==> config.mk <==
export PLATFORM = sky130hd
export DESIGN_NAME = vga_clk_div_gen
export DESIGN_NICKNAME = d
export VERILOG_FILES = /design/src/rtl/vga_clk_div_gen.sv
export SDC_FILE = /design/constraint.sdc
export NUM_CORES = 1
export LEC_CHECK = 0
export ABC_AREA = 1
export CAP_MARGIN = 0
export CORE_ASPECT_RATIO = 2
export CORE_UTILIZATION = 35
export CTS_BUF_LIST = sky130_fd_sc_hd__clkbuf_8
export DETAILED_ROUTE_END_ITERATION = 12
export DONT_BUFFER_PORTS = 1
export PLACE_DENSITY_LB_ADDON = 0.08
export SLEW_MARGIN = 20
export SYNTH_ARGS = -nofsm -noshare
export SYNTH_HDL_FRONTEND = slang
export SYNTH_SLANG_ARGS = --single-unit
==> constraint.sdc <==
create_clock -name sys_clk -period 7.2 [get_ports sys_clk]
set_input_delay 1.44 -clock sys_clk [delete_from_list [all_inputs] [get_ports sys_clk]]
set_output_delay 1.44 -clock sys_clk [all_outputs]
set_load 0.1 [all_outputs]
==> src/rtl/vga_clk_div_gen.sv <==
// Programmable sys_clk divider for the VGA pipeline: registered divided clock,
// one-cycle enable strobe, and glitch-free divisor updates at period boundaries.
module vga_clk_div_gen #(
  parameter int CNT_W   = 8,
  parameter int DEF_DIV = 4
) (
  input  logic             sys_clk,
  input  logic             sys_rst,
  input  logic             en,
  input  logic             restart,
  input  logic             div_wr,
  input  logic [CNT_W-1:0] div_in,
  output logic             clk_out,
  output logic             clk_en,
  output logic             div_busy,
  output logic             div_err,
  output logic             locked
);

  localparam logic [CNT_W-1:0] ONE     = CNT_W'(1);
  localparam logic [CNT_W-1:0] MIN_DIV = CNT_W'(2);
  localparam logic [CNT_W-1:0] RST_DIV = CNT_W'(DEF_DIV);

  logic [CNT_W-1:0] cnt;
  logic [CNT_W-1:0] cur_div;
  logic [CNT_W-1:0] pend_div;
  logic [CNT_W-1:0] high_len;
  logic             wrap;
  logic             wr_ok;
  logic             wr_bad;

  // High phase is ceil(D/2), so odd divisors get the extra cycle high.
  assign high_len = cur_div - (cur_div >> 1);
  assign wrap     = (cnt == cur_div - ONE);
  assign wr_ok    = div_wr && (div_in >= MIN_DIV);
  assign wr_bad   = div_wr && (div_in <  MIN_DIV);

  // NOTE: all state updates use non-blocking assignments so every branch reads
  // the pre-edge values; the wrap applies the old pend_div even when a new
  // write overwrites it on the same edge.
  always_ff @(posedge sys_clk) begin
    if (sys_rst) begin
      cnt      <= '0;
      cur_div  <= RST_DIV;
      pend_div <= '0;
      clk_out  <= 1'b0;
      clk_en   <= 1'b0;
      div_busy <= 1'b0;
      div_err  <= 1'b0;
      locked   <= 1'b0;
    end else begin
      div_err <= wr_bad;
      if (restart) begin
        cnt     <= '0;
        clk_out <= 1'b0;
        clk_en  <= 1'b0;
        locked  <= 1'b0;
        // A write arriving with restart bypasses the pending slot entirely.
        if (wr_ok) begin
          cur_div  <= div_in;
          div_busy <= 1'b0;
        end else if (div_busy) begin
          cur_div  <= pend_div;
          div_busy <= 1'b0;
        end
      end else if (en) begin
        clk_out <= (cnt < high_len);
        clk_en  <= (cnt == '0);
        cnt     <= wrap ? '0 : cnt + ONE;
        if (wrap) begin
          if (div_busy) begin
            cur_div  <= pend_div;
            div_busy <= 1'b0;
            locked   <= 1'b0;
          end else begin
            locked <= 1'b1;
          end
        end
        if (wr_ok) begin
          pend_div <= div_in;
          div_busy <= 1'b1;
        end
      end else begin
        clk_en <= 1'b0;
        if (wr_ok) begin
          pend_div <= div_in;
          div_busy <= 1'b1;
        end
      end
    end
  end

endmodule

==> results of run 1 <==
path summary, 6_finish.rpt:
path / to / slack (ns) / cells after the start / start
setup / recovery: clk_out / 4.49 / 0 / clk_out$_SDFFE_PP0P_
hold / removal: pend_div[0]$_SDFFE_PP0P_ / 0.45 / 2 / pend_div[0]$_SDFFE_PP0P_
setup reg to reg: clk_out$_SDFFE_PP0P_ / 4.56 / 11 / cur_div[1]$_SDFFE_PP0P_
hold reg to reg: pend_div[0]$_SDFFE_PP0P_ / 0.45 / 2 / pend_div[0]$_SDFFE_PP0P_
power groups by stage:
stage,Sequential (mW),Combinational (mW),Clock (mW)
global placement,0.183,0.132,0
finish,0.179,0.130,0.179
CTS,0.179,0.133,0.186
detailed placement,0.183,0.132,0
floorplan,0.184,0.103,0
global route,0.181,0.150,0.190
layout make-up:
class	instances	area (sq um)
clock buffers	5	68.8
clock inverters	3	46.3
flip-flops and latches	29	581
fillers	677	3650
well taps	84	105
inverters	46	173
multi-input cells	244	1430
repair buffers	1	7.51
stage by stage:
stage / total power, mW / util / hold slack (ns) / setup slack (ns)
floorplan: 0.287 / - / 0.423 / 4.79
global placement: 0.314 / 0.379 / 0.436 / 4.43
detailed placement: 0.315 / 0.379 / 0.437 / 4.45
CTS: 0.498 / 0.398 / 0.450 / 4.47
global route: 0.520 / 0.398 / 0.476 / 4.22
finish: 0.488 / 0.398 / 0.447 / 4.49
layout by cell type (no fill, tap or decap), types with 2 or more instances in the layout:
cell      instances
a21oi_1          32
nand2_1          69
nor2_2            9
nor2_1           35
xor2_1           11
a21oi_2           2
ha_1             24
clkbuf_8          5
dfxtp_1          29
o21ai_0          13
nand2_4           2
inv_1            35
nand4_1           3
nand3_1          25
nand3_2           4
inv_2            11
nor3_1            5
state kept, by name, indices dropped and copies added (netlist names):
name / cells
locked: 1
div_err: 1
clk_out: 1
clk_en: 1
div_busy: 1
pend_div: 8
cnt: 8
cur_div: 8
synthesized netlist by cell type (2+ instances only):
| library cell | number | share of area |
|---|---|---|
| a21oi_1 | 32 | 0.072 |
| a21oi_2 | 2 | 0.0079 |
| buf_2 | 3 | 0.0068 |
| dfxtp_1 | 29 | 0.26 |
| ha_1 | 24 | 0.14 |
| inv_1 | 35 | 0.059 |
| inv_2 | 11 | 0.019 |
| nand2_1 | 69 | 0.12 |
| nand2_4 | 2 | 0.010 |
| nand3_1 | 25 | 0.056 |
| nand3_2 | 4 | 0.018 |
| nand4_1 | 3 | 0.0085 |
| nor2_1 | 35 | 0.059 |
| nor2_2 | 9 | 0.025 |
| nor3_1 | 5 | 0.011 |
| o21ai_0 | 13 | 0.029 |
| xor2_1 | 11 | 0.043 |
cell families after synthesis:
family,share of synthesized area
XOR/XNOR,0.0474
AND/OR/NAND/NOR,0.332
AO/OA/AOI/OAI,0.119
buffers and inverters,0.0948
adder cells (fa/ha/maj),0.144
flip-flops,0.262
per-layer routing:
layer	wire length (microns)	global-route usage	vias up
met4	269	0.116	0
met2	3240	0.375	40
met3	207	0.0373	19
met5	0	0	-
li1	-	-	1048
met1	2050	0.175	912
==> metrics, run 1 <==
Slew HR 0.335; core area between 0.006 and 0.007 sq mm; crit start category flip-flop; Int Pwr approximately 0.32 mW; Placed Cells 404; DRT Pass-1 Iters 4; initial core utilization 0.366; Die Span X 58.3 microns; pwr/cell area between 200 and 250 mW/mm^2; Worst Path Required 5.76 ns; Rows 40; # DRC 0; drt initial violations ~40; Mapped Cells ~330; # Post-CTS Setup Buffers 0; FF+latch count, synth 29; sequential power share 0.367; ys async rst share 0; CTS Sinks 29; CP arrival ~1.3 ns; latest clock arrival within the worst-skew pair ~0.3 ns; CP max FO 2; Setup Viol. Count Final 0; Syn Nets between 300 and 400; Max Freq about 370 MHz; via count ~2000; Setup CP Type flip-flop to output port; Nets approximately 370; Hold Path Class flip-flop to flip-flop; Net Switching roughly 0.17 mW; final wirelength between 5000 and 6000 microns; Worst-Margin Slew 0.997 ns; post-CTS sizing 0; Die Footprint 0.00668 sq mm; Worst VDD drop between 150 and 200 uV; CTS Hold Bufs 0; global-route wire length before repair about 9500 microns; Yosys Warn Count 0; Final period util 0.377; Worst Setup End Kind output port; Leakage about 1.1 nW; Final TNS setup 0 ns; # port buffers 0; Root Driver clkbuf_8; Vert. Die Dim approximately 110 microns; CTS tree done; top_reg_cell synth dfxtp_1; Routed WL per cell about 14 microns; diode count 0; post-route ant nets 0; largest net degree at the start of global routing 19; Setup Skew approximately 0.0099 ns; Max-cap violations 0; via-per-instance ratio between 4 and 5; Slew Limit Fails 0; Clk pin slew, worst setup/hold paths roughly 0.070 ns; unrepaired setup endpoints after global routing false; All-Layer GR Usage 0.193; total CTS buffers 5; area of placed instances ~0.0023 sq mm; Syn Area/Cell around 7 sq um; grt total ovfl 0; DP HPWL roughly 4700 microns; Seq/Total Area, Yosys 0.262; Logic pwr share 0.266; layout cell share with drive strength beyond 1 0.125; status completed; gpl congestion 0.760; initial antenna violation count 0; fin cells 412; mapped cell area approximately 0.0022 sq mm; Final Cell Area ~0.0024 sq mm; final hold viol count 0; min cycle time layout 2.71 ns; synth unique cells 30; H-tree levels 2; Clock Power Share 0.367; vias in the first global route approximately 2100; CTS Buffer Depth 2; Ports 18; area grow syn2layout 8.58%; switching share of power 0.348; Post-synth EDFFs 0
Power figures use the tool's default switching activity.
==> run 2: changes to the inputs <==
==> constraint.sdc (replaced) <==
create_clock -name sys_clk -period 2.3 [get_ports sys_clk]
set_input_delay 0.46 -clock sys_clk [delete_from_list [all_inputs] [get_ports sys_clk]]
set_output_delay 0.46 -clock sys_clk [all_outputs]
set_load 0.1 [all_outputs]
==> metrics, run 2 (synthesis results as in run 1) <==
Final WS setup around 0.011 ns; cell depth of the worst flop-to-flop path 14; Worst VDD drop around 380 uV; worst path buffer plus inverter count 3; # DRC 0; Max Freq roughly 440 MHz; kind of cell adding the most delay to the critical path compound AO/OA/AOI/OAI gates; biggest registers after layout cnt x8, cur_div x8, pend_div x8; grt total ovfl 0; FF+latch area around 600 sq um; CTS Sinks 29; Leakage 1.28 nW; Power Total approximately 1.7 mW; most frequent cells in the layout 65 x nand2_1, 35 x nor2_1, 33 x inv_1; met3 Use GR 0.0429; critical path's slowest cell dfxtp_2; core area between 0.006 and 0.007 sq mm; worst min-delay path endpoint div_busy$_SDFFE_PP0P_; drt initial violations 56; final hold viol count 0; Final TNS setup 0 ns; layout cell share with drive strength beyond 1 0.266; Worst-Margin Slew around 0.51 ns; Critical Path Max Stage Delay 0.33 ns; Root Driver clkbuf_8; min cycle time layout about 2.3 ns; CP max FO 4; unrepaired setup endpoints after global routing true; CP most frequent cell a21oi_2; largest net degree at the start of global routing 18; Slew HR 0.660; vias in the first global route ~2200; H-tree levels 2; R2R setup slack 0.01 ns; Rows 40; reg2reg start cur_div[3]$_SDFFE_PP0P_; Clk pin slew, worst setup/hold paths ~0.070 ns; Slew Limit Fails 0; Max-cap violations 0; Die Span X around 58 microns; crit start category flip-flop; Die Footprint between 0.006 and 0.007 sq mm; commonest non-fill, non-tap cell in the layout nand2_1; total CTS buffers 5; initial core utilization 0.366; CTS tree done; latest clock arrival within the worst-skew pair about 0.30 ns; Final Cell Area 0.00273 sq mm; Hold Path Class input port to flip-flop; CP arrival approximately 2.5 ns; All-Layer GR Usage 0.202; CTS Buffer Depth 2; pwr/cell area 613 mW/mm^2; Routed WL per cell around 14 microns; status completed; area occupied by multi-input gates 0.00155 sq mm; via-per-instance ratio between 4 and 5; CTS Hold Bufs 0; gpl congestion approximately 0.78; Worst Path Required 2.53 ns; fill count around 640; DRT Pass-1 Iters 4; final wirelength roughly 6000 microns; global-route wire length before repair 9860 microns; GR Util met1 0.178; reg2reg end clk_out$_SDFFE_PP0P_; area grow syn2layout 23.1%; DP HPWL approximately 4700 microns; CP Cell Sequence inv_2 > ha_4 > buf_4 > inv_1 > a21oi_2 > o31ai_4 > a21oi_2 > o21ai_1 > xor2_1 > ha_1 > a21oi_2 > o21a_1 > nand3_1 > a21oi_1; Vert. Die Dim about 110 microns; GRT busiest layer met2; # port buffers 0; initial antenna violation count 0; Setup CP Type flip-flop to flip-flop; Setup Viol. Count Final 0; pre-CTS WS -0.208 ns; Setup Skew around 0.0039 ns; Hold Crit Depth 1; GR Util met2 0.402; post-route ant nets 0; via count between 2000 and 2500; diode count 0; fin cells around 440; Nets just under 400; Final period util 0.995; Worst setup startpoint cur_div[3]$_SDFFE_PP0P_; worst min-delay path startpoint sys_rst; area of placed instances roughly 0.0024 sq mm; Ports 18; Worst Setup End Kind flip-flop; final core utilization 0.451; Hold WS 0.272 ns; Placed Cells 425
[run 2: routing by layer]
metal | vias to the layer above | routed length [microns]
met4 | 0 | 175
met2 | 38 | 3510
met5 | - | 0
li1 | 1099 | -
met1 | 937 | 2100
met3 | 10 | 185
[run 2: cell type report]
class	instances	share of cell area
Multi-Input combinational cell	244	0.569
Inverter	46	0.0633
Sequential cell	29	0.215
Tap cell	84	0.0385
Timing Repair Buffer	26	0.0715
Clock inverter	2	0.0124
Clock buffer	6	0.0303
[run 2: worst max-delay path by stage]
stage	to	slack [ns]	depth (start not counted)
2_1_floorplan	clk_out$_SDFFE_PP0P_	0.01	11
3_3_place_gp	clk_out$_SDFFE_PP0P_	-0.16	11
3_5_place_dp	clk_out$_SDFFE_PP0P_	-0.21	11
4_1_cts	clk_out$_SDFFE_PP0P_	-0.01	14
5_1_grt	clk_out$_SDFFE_PP0P_	-0.13	13
6_report	clk_out$_SDFFE_PP0P_	0.01	14
[run 2: power by group]
group / switching (mW) / internal [mW] / total [mW]
clock network: 0.227 / 0.349 / 0.576
logic: 0.322 / 0.226 / 0.548
registers: 0.0191 / 0.530 / 0.549
total: 0.569 / 1.10 / 1.67
[run 2: repair_timing]
action | 4_1_cts | 5_1_grt
cloned | 0 | 0
setup endpoints to repair | 1 | 1
setup buffers | 0 | 4
pin swaps | 3 | 22
resized for setup | 13 | 20
==> run 3: changes to the inputs <==
--- a/config.mk
+++ b/config.mk
@@ -6,8 +6,7 @@
 export NUM_CORES = 1
 export LEC_CHECK = 0
 export ABC_AREA = 1
-export CAP_MARGIN = 0
-export CORE_ASPECT_RATIO = 2
+export CAP_MARGIN = 25
 export CORE_UTILIZATION = 35
 export CTS_BUF_LIST = sky130_fd_sc_hd__clkbuf_8
 export DETAILED_ROUTE_END_ITERATION = 12
==> metrics, run 3 (synthesis results as in run 1) <==
status finished, violations left; violated checks negative setup slack; # DRC 0; met3 Use GR 0.0378; Placed Cells approximately 420; GRT busiest layer met2; CTS Hold Bufs 0; biggest registers after layout cnt x8, cur_div x8, pend_div x8; Slew Limit Fails 0; worst path buffer plus inverter count 2; diode count 0; Hold WS between 0.2 and 0.3 ns; critical path's slowest cell dfxtp_1; Hold Path Class input port to flip-flop; Ports 18; core area about 0.006 sq mm; Setup CP Type flip-flop to flip-flop; CTS Sinks 29; final wirelength between 5000 and 6000 microns; DRT Pass-1 Iters 5; kind of cell adding the most delay to the critical path adder cells; crit start category flip-flop; Nets about 390; CTS Buffer Depth 2; most frequent cells in the layout 68 x nand2_1, 35 x nor2_1, 32 x inv_1; via-per-instance ratio about 4.8; layout cell share with drive strength beyond 1 0.224; Rows 28; vias in the first global route about 1900; fill count ~680; Die Span X approximately 82 microns; initial antenna violation count 0; post-route ant nets 0; Max-cap violations 0; Worst Setup End Kind flip-flop; area grow syn2layout 18.2%; # port buffers 0; Power Total about 1.6 mW; final hold viol count 0; Routed WL per cell 13.0 microns; CP most frequent cell a21oi_1; latest clock arrival within the worst-skew pair roughly 0.28 ns; fin cells 423; Slew HR 0.658; Clk pin slew, worst setup/hold paths about 0.06 ns; gpl congestion about 0.83; pwr/cell area roughly 600 mW/mm^2; CP max FO 4; drt initial violations 64; Setup Viol. Count Final 1; Die Footprint 0.00666 sq mm; CTS tree done; grt total ovfl 0; CP arrival ~2.5 ns; GR Util met2 0.300; unrepaired setup endpoints after global routing true; Final period util 1.01; CP Cell Sequence inv_1 > ha_1 > inv_1 > nand2_1 > nor3_1 > a21oi_1 > xor2_1 > ha_1 > a21oi_1 > o21a_1 > nand3_1 > a21oi_1; DP HPWL 4320 microns; largest net degree at the start of global routing 18; Critical Path Max Stage Delay roughly 0.37 ns; via count 2019; total CTS buffers 5; Worst-Margin Slew 0.512 ns; Root Driver clkbuf_8; All-Layer GR Usage 0.183; min cycle time layout between 2 and 2.5 ns; Final WS setup -0.0316 ns; Worst Path Required around 2.5 ns; Worst VDD drop ~330 uV; R2R setup slack -0.03 ns; GR Util met1 0.242; Leakage around 1.2 nW; global-route wire length before repair 9040 microns; Setup Skew 0.0101 ns; commonest non-fill, non-tap cell in the layout nand2_1; Max Freq around 430 MHz; Vert. Die Dim 81.6 microns; H-tree levels 2; initial core utilization 0.368
==> run 3: stage by stage <==
stage | TNS, ns | cell area [sq um] | util | worst slack [ns]
floorplan | 0 | 2220 | - | 0.0113
global placement | -0.0179 | 2430 | 0.403 | -0.0179
detailed placement | -0.0735 | 2430 | 0.403 | -0.0735
CTS | 0 | 2590 | 0.430 | 0.0251
global route | -0.186 | 2620 | 0.435 | -0.186
finish | -0.0316 | 2620 | 0.435 | -0.0316
==> run 3: path summary, 6_finish.rpt <==
kind | start | endpoint | depth (start not counted)
setup / recovery | cur_div[5]$_SDFFE_PP0P_ | clk_out$_SDFFE_PP0P_ | 12
hold / removal | sys_rst | div_busy$_SDFFE_PP0P_ | 1
setup reg to reg | cur_div[5]$_SDFFE_PP0P_ | clk_out$_SDFFE_PP0P_ | 12
hold reg to reg | pend_div[2]$_SDFFE_PP0P_ | pend_div[2]$_SDFFE_PP0P_ | 2
==> run 3: what timing repair did <==
action,CTS,global route
buffers inserted,0,1
gates resized for setup,12,9
pin swaps,1,13
endpoints found under the setup margin,1,1
==> run 3: cell type report <==
class | count | area (sq um) | area share
Clock buffer | 5 | 68.8 | 0.0263
Inverter | 46 | 173 | 0.0659
Timing Repair Buffer | 22 | 165 | 0.0630
Clock inverter | 2 | 35.0 | 0.0134
Multi-Input combinational cell | 244 | 1500 | 0.572
Tap cell | 75 | 93.8 | 0.0358
Sequential cell | 29 | 586 | 0.223
==> run 3: layer usage <==
layer,routed length [microns],share of wire
met5,0,0
met2,2520,0.46
met4,36,0.0065
met3,212,0.039
met1,2730,0.50
==> run 3: power by group <==
group / switching, mW / internal, mW / leakage (nW) / total [mW]
combinational: 0.298 / 0.202 / 0.950 / 0.501
clock: 0.205 / 0.315 / 0.0540 / 0.520
sequential: 0.0192 / 0.529 / 0.239 / 0.549
